--- src/rtl/food_placer.sv ---
// Food placement FSM: random draws checked against snake occupancy, with an optional
// row-major fallback scan enabled by FOOD_PLACER_SCAN_FALLBACK_EN.
module food_placer #(
    parameter int GRID_W    = 20,
    parameter int GRID_H    = 16,
    parameter int MAX_TRIES = 8
) (
    input  logic       clk,
    input  logic       rst_n,
    input  logic       place_req,
    input  logic [3:0] rng4,
    input  logic [4:0] rng5,
    output logic       rng_update,
    output logic       occ_valid,
    output logic [4:0] occ_x,
    output logic [3:0] occ_y,
    input  logic       occ_ready,
    input  logic       occ_hit,
    output logic [4:0] food_x,
    output logic [3:0] food_y,
    output logic       food_valid,
    output logic       busy,
    output logic       fail
);

    localparam logic [5:0] W_LIM   = 6'(GRID_W);
    localparam logic [4:0] H_LIM   = 5'(GRID_H);
    localparam logic [3:0] TRY_LIM = 4'(MAX_TRIES);

`ifdef FOOD_PLACER_SCAN_FALLBACK_EN
    localparam logic [4:0] X_LAST = 5'(GRID_W - 1);
    localparam logic [3:0] Y_LAST = 4'(GRID_H - 1);

    typedef enum logic [1:0] {IDLE, DRAW, CHECK, SCAN} state_t;
`else
    typedef enum logic [1:0] {IDLE, DRAW, CHECK} state_t;
`endif

    state_t     r_state, w_state_nxt;
    logic [4:0] r_cand_x, w_cand_x;
    logic [3:0] r_cand_y, w_cand_y;
    logic [3:0] r_tries, w_tries;
    logic [4:0] r_food_x, w_food_x;
    logic [3:0] r_food_y, w_food_y;
    logic       r_food_valid, w_food_valid;
    logic       r_fail, w_fail;
    logic       w_exhaust;
    logic       w_in_range;
    logic [3:0] w_tries_inc;
`ifdef FOOD_PLACER_SCAN_FALLBACK_EN
    logic [4:0] r_scan_x, w_scan_x;
    logic [3:0] r_scan_y, w_scan_y;
`endif

    assign w_in_range  = ({1'b0, rng5} < W_LIM) && ({1'b0, rng4} < H_LIM);
    assign w_tries_inc = r_tries + 4'd1;

    always_comb begin
        w_state_nxt  = r_state;
        w_cand_x     = r_cand_x;
        w_cand_y     = r_cand_y;
        w_tries      = r_tries;
        w_food_x     = r_food_x;
        w_food_y     = r_food_y;
        w_food_valid = r_food_valid;
        w_fail       = 1'b0;
        w_exhaust    = 1'b0;
`ifdef FOOD_PLACER_SCAN_FALLBACK_EN
        w_scan_x     = r_scan_x;
        w_scan_y     = r_scan_y;
`endif
        case (r_state)
            IDLE: begin
                if (place_req) begin
                    w_state_nxt  = DRAW;
                    w_food_valid = 1'b0;
                    w_tries      = '0;
                end
            end
            DRAW: begin
                w_cand_x = rng5;
                w_cand_y = rng4;
                w_tries  = w_tries_inc;
                if (w_in_range)
                    w_state_nxt = CHECK;
                else if (w_tries_inc >= TRY_LIM)
                    w_exhaust = 1'b1;
            end
            CHECK: begin
                if (occ_ready) begin
                    if (!occ_hit) begin
                        w_food_x     = r_cand_x;
                        w_food_y     = r_cand_y;
                        w_food_valid = 1'b1;
                        w_state_nxt  = IDLE;
                    end else if (r_tries < TRY_LIM) begin
                        w_state_nxt = DRAW;
                    end else begin
                        w_exhaust = 1'b1;
                    end
                end
            end
`ifdef FOOD_PLACER_SCAN_FALLBACK_EN
            SCAN: begin
                if (occ_ready) begin
                    if (!occ_hit) begin
                        w_food_x     = r_scan_x;
                        w_food_y     = r_scan_y;
                        w_food_valid = 1'b1;
                        w_state_nxt  = IDLE;
                    end else if (r_scan_x == X_LAST && r_scan_y == Y_LAST) begin
                        w_fail      = 1'b1;
                        w_state_nxt = IDLE;
                    end else if (r_scan_x == X_LAST) begin
                        w_scan_x = '0;
                        w_scan_y = r_scan_y + 4'd1;
                    end else begin
                        w_scan_x = r_scan_x + 5'd1;
                    end
                end
            end
`endif
            default: w_state_nxt = IDLE;
        endcase

        // Both exhaustion sources (hit on last try, out-of-range last draw) share one exit.
        if (w_exhaust) begin
`ifdef FOOD_PLACER_SCAN_FALLBACK_EN
            w_state_nxt = SCAN;
            w_scan_x    = '0;
            w_scan_y    = '0;
`else
            w_state_nxt = IDLE;
            w_fail      = 1'b1;
`endif
        end
    end

    always_ff @(posedge clk) begin
        if (!rst_n) begin
            r_state      <= IDLE;
            r_cand_x     <= '0;
            r_cand_y     <= '0;
            r_tries      <= '0;
            r_food_x     <= '0;
            r_food_y     <= '0;
            r_food_valid <= 1'b0;
            r_fail       <= 1'b0;
`ifdef FOOD_PLACER_SCAN_FALLBACK_EN
            r_scan_x     <= '0;
            r_scan_y     <= '0;
`endif
        end else begin
            r_state      <= w_state_nxt;
            r_cand_x     <= w_cand_x;
            r_cand_y     <= w_cand_y;
            r_tries      <= w_tries;
            r_food_x     <= w_food_x;
            r_food_y     <= w_food_y;
            r_food_valid <= w_food_valid;
            r_fail       <= w_fail;
`ifdef FOOD_PLACER_SCAN_FALLBACK_EN
            r_scan_x     <= w_scan_x;
            r_scan_y     <= w_scan_y;
`endif
        end
    end

    assign busy       = (r_state != IDLE);
    assign rng_update = (r_state == DRAW);
    assign food_x     = r_food_x;
    assign food_y     = r_food_y;
    assign food_valid = r_food_valid;
    assign fail       = r_fail;

`ifdef FOOD_PLACER_SCAN_FALLBACK_EN
    assign occ_valid = (r_state == CHECK) || (r_state == SCAN);
    assign occ_x     = (r_state == SCAN) ? r_scan_x : r_cand_x;
    assign occ_y     = (r_state == SCAN) ? r_scan_y : r_cand_y;
`else
    assign occ_valid = (r_state == CHECK);
    assign occ_x     = r_cand_x;
    assign occ_y     = r_cand_y;
`endif

endmodule

--- config.mk ---
export PLATFORM = sky130hd
export DESIGN_NAME = food_placer
export DESIGN_NICKNAME = d
export VERILOG_FILES = /design/src/rtl/food_placer.sv
export SDC_FILE = /design/constraint.sdc
export NUM_CORES = 1
export LEC_CHECK = 0
export BUFFER_PORTS_ARGS = -buffer_cell sky130_fd_sc_hd__buf_2
export CORE_MARGIN = 2
export CORE_UTILIZATION = 43
export DETAILED_ROUTE_END_ITERATION = 8
export PLACE_DENSITY = 0.76
export SETUP_SLACK_MARGIN = 0.1
export SYNTH_ARGS = -nofsm -noshare
export SYNTH_HDL_FRONTEND = slang
export SYNTH_SLANG_ARGS = --single-unit
--- constraint.sdc ---
create_clock -name clk -period 1.89 [get_ports clk]
set_clock_uncertainty 0.1 [all_clocks]
set_input_delay 0.378 -clock clk [delete_from_list [all_inputs] [get_ports clk]]
set_output_delay 0.378 -clock clk [all_outputs]
set_load 0.05 [all_outputs]
## Word level (Yosys, flattened, before mapping)

Index checks and enable logic that the tools add are counted.
Widths: inputs -> output; s select.

| storage, ports and cells | value |
|---|---|
| output and inout port bits | 23 |
| word-level logic and storage cells | 49 |
| bits of input ports | 14 |
| bits in registers | 26 |

| cells by class | value |
|---|---|
| reduce and logical (&&, ||, !) cells | 9 |
| $lt $le $gt $ge | 3 |
| add/sub/neg operators | 1 |
| equal/unequal tests | 7 |
| muxes and demuxes | 19 |
| bitwise operators | 2 |

Operator list:

| operator | count |
|---|---|
| $mux 2 | 5 |
| $mux 1 | 9 |
| $pmux 4 s2 | 1 |
| $reduce_and 4->1 | 2 |
| $pmux 2 s3 | 1 |
| $reduce_bool 2->1 | 3 |
| $lt 5x5->1 const B | 1 |
| $add 4x1->4 const B | 1 |
| $ge 4x4->1 const B | 1 |
| $lt 4x4->1 const B | 1 |
| $mux 4 | 1 |
| $ne 2x1->1 const B | 2 |
| $ne 2x2->1 const B | 2 |
| $pmux 1 s2 | 2 |
| $ne 3x2->1 const B | 1 |
| $reduce_and 3->1 | 1 |
| $eq 2x1->1 const B | 1 |
| $eq 2x2->1 const B | 1 |
| $logic_not 2->1 | 1 |
| $not 1->1 | 2 |
| $reduce_and 2->1 | 1 |
| $reduce_or 2->1 | 1 |

## Depth between registers and ports, before layout

Gate-level depths: netlist (run 1).

| logic depth | value |
|---|---|
| depth after elaboration | 6 |
| gate-level depth with buffers | 6 |
| depth with buffers taken out | 6 |

## Least setup slack after synthesis (run 1)

Ideal clock, no wire load.

| timing path | value |
|---|---|
| kind | register to register |
| start point | register r_state[0] |
| end point | register r_state[0] |
| path slack | -0.044 ns |
| data required time | 1.704 ns |
| arrival | 1.748 ns |
| buffers on the path | 0 |
| library setup time | 0.086 ns |
| stages on the path, launching flop included | 7 |
| period minus slack after synthesis | 1.934 ns |
| cells stage by stage | dfxtp_1 > inv_1 > ha_1 > nand3_1 > o2111ai_2 > or3_1 > a221oi_2 |

| between the ends | value |
|---|---|
| longest elaborated chain between the ends | 3 |
| elaborated cells between the ends (all ways) | 11 |
| those cells by class | eq/ne (6); mux (2); reduce/logical (3) |

RTL lines:

| what | line | text |
|---|---|---|
| from (decl) | 39 | `state_t r_state, w_state_nxt;` |
| from (signal assigned) | 154 | `r_state <= w_state_nxt;` |
| $eq 2x2->1 * | - |  |
| net occ_valid | 14 | `output logic occ_valid,` |
| $ne 3x2->1 (no line) (tied with other cells) | - |  |
| $reduce_and 4->1 (no line) or $reduce_or 2->1 (tied branches) | - |  |

The timed path passes the listed nets; every way through them passes the cells marked *.
A chain may end at the register's enable or synchronous reset.

## Final worst setup path (run 1)

| timing path | value |
|---|---|
| start point | register r_state[0] |
| end point | output rng_update |

| between the ends | value |
|---|---|
| longest elaborated chain between the ends | 1 |

RTL lines:

| what | line | text |
|---|---|---|
| $eq 2x1->1 | 170 | `assign rng_update = (r_state == DRAW);` |
| to (decl) | 13 | `output logic rng_update,` |

Every way passes these cells.

==> reports/metrics.csv, run 1 <==
metric,value,unit
powerDensity,1440,nW/um^2
hold_slack,0.169,ns
postLayoutCoreUtil,0.655,
cts_tree,built,
path_class,register to output pin,
cellLeakagePower,0.711,nW
outcome,finished clean,
startpoint_type,register,
grt_max_degree,16,
fin_ws,0.128,ns
io_buffers,36,
final_nets,190,
final-setup-viol-count,0,
yosysMostFrequentCell,dfxtp_1,
required,1.41,ns
place_ws,0.108,ns
max_slew_margin,0.756,
setup_tns,0,ns
yosys_register_bits,26,
drv_slew,0,
fp.dieW,54.3,um
synth.avg_cell_area,9.20,um^2
grt_pass1_vias,848,
clock_path_buffers,2,
netlist.area_leader.share,0.479,
clock_latency,0.33,ns
fp-row-count,18,
synthCells,118,
holdBufCountCts,0,
grt_usage,0.187,
clk_pin_slew_worst_paths,0.14,ns
drv_cap,0,
fillers,173,
ys_top_cells_by_count,"26 x dfxtp_1, 22 x nand2_1, 13 x a21oi_1, 12 x nor2_1, 11 x mux2i_1",
diodes,0,
min_period_over_period,0.932,
finalCriticalPeriod,1.76,ns
vias,1064,
viasPerCell,5.32,
synthToLayoutAreaGrowth,46.8,%
grt_overflow,0,
ys_types,27,
worstPathMaxFanout,8,
first_pass_iters,6,
die_h,54.3,um
clock_sinks,26,
endpoint_kind,output pin,
grt_first_pass_wirelength,3.84,mm
htree_levels,1,
synthTopCellsByArea,"dfxtp_1 48%, mux2i_1 10%, nand2_1 7.6%",
vdd_drop_max,0.000994,V
place_hpwl,1.82,mm
drtAntennaViolNets,0,
fmaxAchievable,567,MHz
fp.coreArea,2430,um^2
initial_utilization,0.447,
hold_violations,0,
pin_count,37,
synth_top_area_cell,dfxtp_1,
cts-root-buf,clkbuf_4,
drt_iter0_drc,23,
drt_wl_total,3.10,mm
drive_gt1_frac,0.412,
drc_errors,0,
place_congestion,0.863,
min_path_type,input pin to register,
numCtsBuffers,3,
crit_arrival,1.28,ns
die_area,2940,um^2
antenna_found_initial,0,
synth_warnings,0,
power,2.29,mW
detail_route.wl_per_cell,15.5,um
synth_edf_count,0,
synth_area,1090,um^2
worst_pin_slew,0.356,ns
rsz0062_at_grt,no,
ys_async_sr_fraction,0,
synthFlopType,dfxtp_1,
synth_seq_area_share,0.479,
syn_nets,137,
[critical path: stages, from the launching register on]
cell,delay (ns)
dfxtp_4,0.39
buf_6,0.12
ha_4,0.17
buf_12,0.14
buf_12,0.14
[sequential cells by signal, summed over array words and instances (netlist names)]
signal,flops
fail,1
food_valid,1
food_x,5
food_y,4
occ_x,5
occ_y,4
r_state,2
r_tries,4
[layer usage]
layer,vias to the layer above,track usage,share of wire
met4,0,0.133,0.033
met1,496,0.200,0.40
li1,505,-,-
met5,-,0,0
met3,9,0.0410,0.052
met2,54,0.321,0.52
[cell families (layout without fill, tap and decap cells)]
logic type,count (synthesis),after routing,share of synthesized area
and+or+nand+nor,43,43,0.175
DFF,26,26,0.479
AOI/OAI and AO/OA,22,22,0.143
muxes,11,11,0.101
buffers and inverters,10,62,0.0357
adders and majority gates,5,5,0.0576
xor gates and xnor gates,1,1,0.00807
[metrics by stage]
step | cells | instance area, um^2
after global placement | 185 | 1330
after detailed placement | 185 | 1330
after CTS | 192 | 1440
after global routing | 200 | 1590
after floorplan | 118 | 1090
final | 200 | 1590
[cell type report]
type	instances	area, um^2	share of cell area
clock buffer	3	22.5	0.0141
clock inverter	1	30.0	0.0188
inverter	7	33.8	0.0212
multi-input combinational	82	602	0.378
sequential	26	528	0.331
tap	30	37.5	0.0235
timing repair buffer	51	340	0.214
[power breakdown]
| part | internal, mW | total, mW | leakage (nW) | switching [mW] |
|---|---|---|---|---|
| registers | 0.626 | 0.692 | 0.212 | 0.0659 |
| logic | 0.541 | 1.21 | 0.471 | 0.673 |
| clock network | 0.215 | 0.386 | 0.0279 | 0.171 |
[worst paths after layout]
kind	slack, ns	to	cells past startpoint	startpoint
setup / recovery	0.13	rng_update	4	r_state[0]$_SDFFE_PP0P_
hold / removal	0.17	occ_y[3]$_SDFFE_PN0P_	3	rng4[3]
setup reg to reg	0.17	r_state[0]$_SDFFE_PP0P_	6	r_state[1]$_SDFFE_PP0P_
hold reg to reg	0.37	food_y[2]$_SDFFE_PN0P_	2	food_y[2]$_SDFFE_PN0P_
[what timing repair did]
| item | CTS | global route |
|---|---|---|
| gates cloned | 0 | 0 |
| buffers inserted | 3 | 8 |
| endpoints found under the setup margin | 3 | 4 |
| resized for setup | 11 | 23 |
| pin swaps | 1 | 5 |
[cells in the final DEF (no fill, tap or decap), drive strengths merged, types with 2 or more instances in the layout]
cell	synthesis	final
a21oi	13	13
buf	1	51
clkbuf	2	3
dfxtp	26	26
ha	5	5
inv	6	6
mux2i	11	11
nand2	22	22
nand2b	2	2
nand3	2	2
nor2	12	12
nor2b	2	2
No activity file was read; power rests on OpenSTA's default activity.
==> run 2: changes to the inputs <==
--- a/config.mk
+++ b/config.mk
@@ -10,6 +10,8 @@
 export CORE_UTILIZATION = 43
 export DETAILED_ROUTE_END_ITERATION = 8
 export PLACE_DENSITY = 0.76
+export RECOVER_POWER = 100
+export REMOVE_ABC_BUFFERS = 1
 export SETUP_SLACK_MARGIN = 0.1
 export SYNTH_ARGS = -nofsm -noshare
 export SYNTH_HDL_FRONTEND = slang
==> run 2 against run 1 <==
  * Critical path depth is 2 higher
  * Flip-flop and latch count unchanged
  * Critical path type is now register to register
  * Cell area is 11% lower
  * Register-to-register slack worse by 0.06 ns
  * Sequential power fell by 1%
==> reports/metrics.csv, run 2 (synthesized netlist as in run 1, its figures left out) <==
metric,value,unit,change
path_cells,clkbuf_4 -> ha_1 -> inv_1 -> o2111ai_2 -> or3_1 -> a221oi_2,,was buf_6 -> ha_4 -> buf_12 -> buf_12
combPwrFrac,0.470,,was 0.530
place_congestion,0.727,,was 0.863
grt_first_pass_wirelength,3.78,mm,was 3.84 mm
cp_slowest_cell,or3_1,,was dfxtp_4
fp-row-count,18,,unchanged
final-seq-area,526,um^2,was 528 um^2
clock_sinks,26,,unchanged
worstPathMaxFanout,5,,was 8
fp.coreArea,2430,um^2,unchanged
fp.dieW,54.3,um,unchanged
detail_route.wl_per_cell,12.6,um,was 15.5 um
crit_arrival,1.92,ns,was 1.28 ns
drc_errors,0,,unchanged
final-setup-viol-count,0,,unchanged
first_pass_iters,4,,was 6
clockPowerShare,0.189,,was 0.169
worst_pin_slew,0.607,ns,was 0.356 ns
finalCriticalPeriod,1.78,ns,was 1.76 ns
cts_tree,built,,unchanged
fillers,238,,was 173
antenna_found_initial,0,,unchanged
grt_max_degree,17,,was 16
path_delay_family,simple AND/OR/NAND/NOR gates,,was buffers and inverters
layout_common_cells,"24 x dfxtp_1, 22 x nand2_1, 20 x clkbuf_1, 13 x a21oi_1, 13 x buf_2",,"was 33 x buf_2, 24 x dfxtp_1, 22 x nand2_1, 13 x a21oi_1"
crit_cells,6,,was 4
numCtsBuffers,3,,unchanged
drv_slew,0,,unchanged
holdBufCountCts,0,,unchanged
seq_power_share,0.341,,was 0.302
clock_path_buffers,2,,unchanged
rsz0062_at_grt,yes,,was no
min_period_over_period,0.944,,was 0.932
drive_gt1_frac,0.233,,was 0.412
multi_input_area,544,um^2,was 602 um^2
slowest_delay,0.40,ns,was 0.39 ns
fin_ws,0.106,ns,was 0.128 ns
reg2reg_depth,6,,unchanged
clock_latency,0.31,ns,was 0.33 ns
hold_slack,0.181,ns,was 0.169 ns
clk_pin_slew_worst_paths,0.14,ns,about the same
initial_utilization,0.447,,unchanged
final_nets,183,,was 190
startpoint_type,register,,unchanged
htree_levels,1,,unchanged
die_area,2940,um^2,unchanged
drt_wl_total,2.44,mm,was 3.10 mm
vias,972,,was 1064
power_switching_share,0.401,,was 0.397
intPower,1.20,mW,was 1.38 mW
fmaxAchievable,561,MHz,was 567 MHz
max_slew_margin,0.597,,was 0.756
required,2.03,ns,was 1.41 ns
p_switching,0.802,mW,was 0.910 mW
path_buf_inv,2,,was 3
cellLeakagePower,0.577,nW,was 0.711 nW
drtAntennaViolNets,0,,unchanged
worstHoldPathCells,2,,was 3
synthToLayoutAreaGrowth,31.1,%,was 46.8%
place_ws,0.0369,ns,was 0.108 ns
grt_usage,0.175,,was 0.187
grt_overflow,0,,unchanged
final_common_cell,dfxtp_1,,was buf_2
pin_count,37,,unchanged
path_class,register to register,,was register to output pin
viasPerCell,5.04,,was 5.32
diodes,0,,unchanged
die_h,54.3,um,unchanged
place_hpwl,1.81,mm,was 1.82 mm
vdd_drop_max,0.000908,V,was 0.000994 V
min_path_type,input pin to register,,unchanged
cts-root-buf,clkbuf_4,,unchanged
io_buffers,36,,unchanged
powerDensity,1410,nW/um^2,was 1440 nW/um^2
endpoint_kind,register,,was output pin
drt_iter0_drc,17,,was 23
hold_violations,0,,unchanged
outcome,finished clean,,unchanged
drv_cap,0,,unchanged
grt_pass1_vias,886,,was 848
-- run 2: changes by cell type in the layout (fill, tap and decap cells not counted), sizes merged --
cell,delta
buf,-28
clkbuf,+21
-- run 2: area by class of cell --
cell class              count  area share
flip-flops and latches     26       0.369
clock buffers               3      0.0158
multi-input cells          82       0.382
clock inverters             1      0.0211
repair buffers             44       0.167
well taps                  30      0.0264
inverters                   7      0.0185
-- run 2: through the flow --
step                      TNS (ns)  power, mW  utilization  cell area (um^2)  cells
final                            0       2.00        0.585              1420    193
after floorplan             -0.853       1.30            -              1070    115
after global placement           0       1.46        0.543              1320    185
after global routing             0       2.10        0.585              1420    193
after detailed placement         0       1.49        0.543              1320    185
after CTS                        0       1.99        0.586              1430    192
-- run 2: per-layer routing --
metal / vias up / routed length [um] / global-route usage
met5: - / 0 / 0
met4: 0 / 12 / 0.0375
met3: 2 / 106 / 0.0437
met2: 30 / 1220 / 0.313
met1: 449 / 1090 / 0.211
li1: 491 / - / -
-- run 2: path summary, 6_finish.rpt --
check                               start                      end  slack [ns]
setup / recovery  r_state[1]$_SDFFE_PP0P_  r_state[0]$_SDFFE_PP0P_        0.11
hold / removal                  place_req  food_valid$_SDFFE_PN0P_        0.18
setup reg to reg  r_state[1]$_SDFFE_PP0P_  r_state[0]$_SDFFE_PP0P_        0.11
hold reg to reg    food_x[2]$_SDFFE_PN0P_   food_x[2]$_SDFFE_PN0P_        0.36
-- run 2: what timing repair did --
action | in CTS | in global routing
endpoints found under the hold margin | 0 | 0
pin swaps | 1 | 0
buffers inserted | 3 | 1
setup endpoints to repair | 3 | 5
gates resized for setup | 11 | 9
-- run 2: power groups by stage --
stage                     clock [mW]  sequential (mW)  combinational (mW)
after floorplan                    0            0.831               0.466
after global placement             0            0.677               0.784
after detailed placement           0            0.684               0.804
after CTS                      0.386            0.677               0.928
after global routing           0.406            0.691                1.01
final                          0.378            0.682               0.941
-- run 2: worst reg2reg max path: stages, from the launching register on --
cell       delay, ns
dfxtp_2         0.36
clkbuf_4        0.13
ha_1            0.23
inv_1           0.10
o2111ai_2       0.14
or3_1           0.40
a221oi_2        0.24
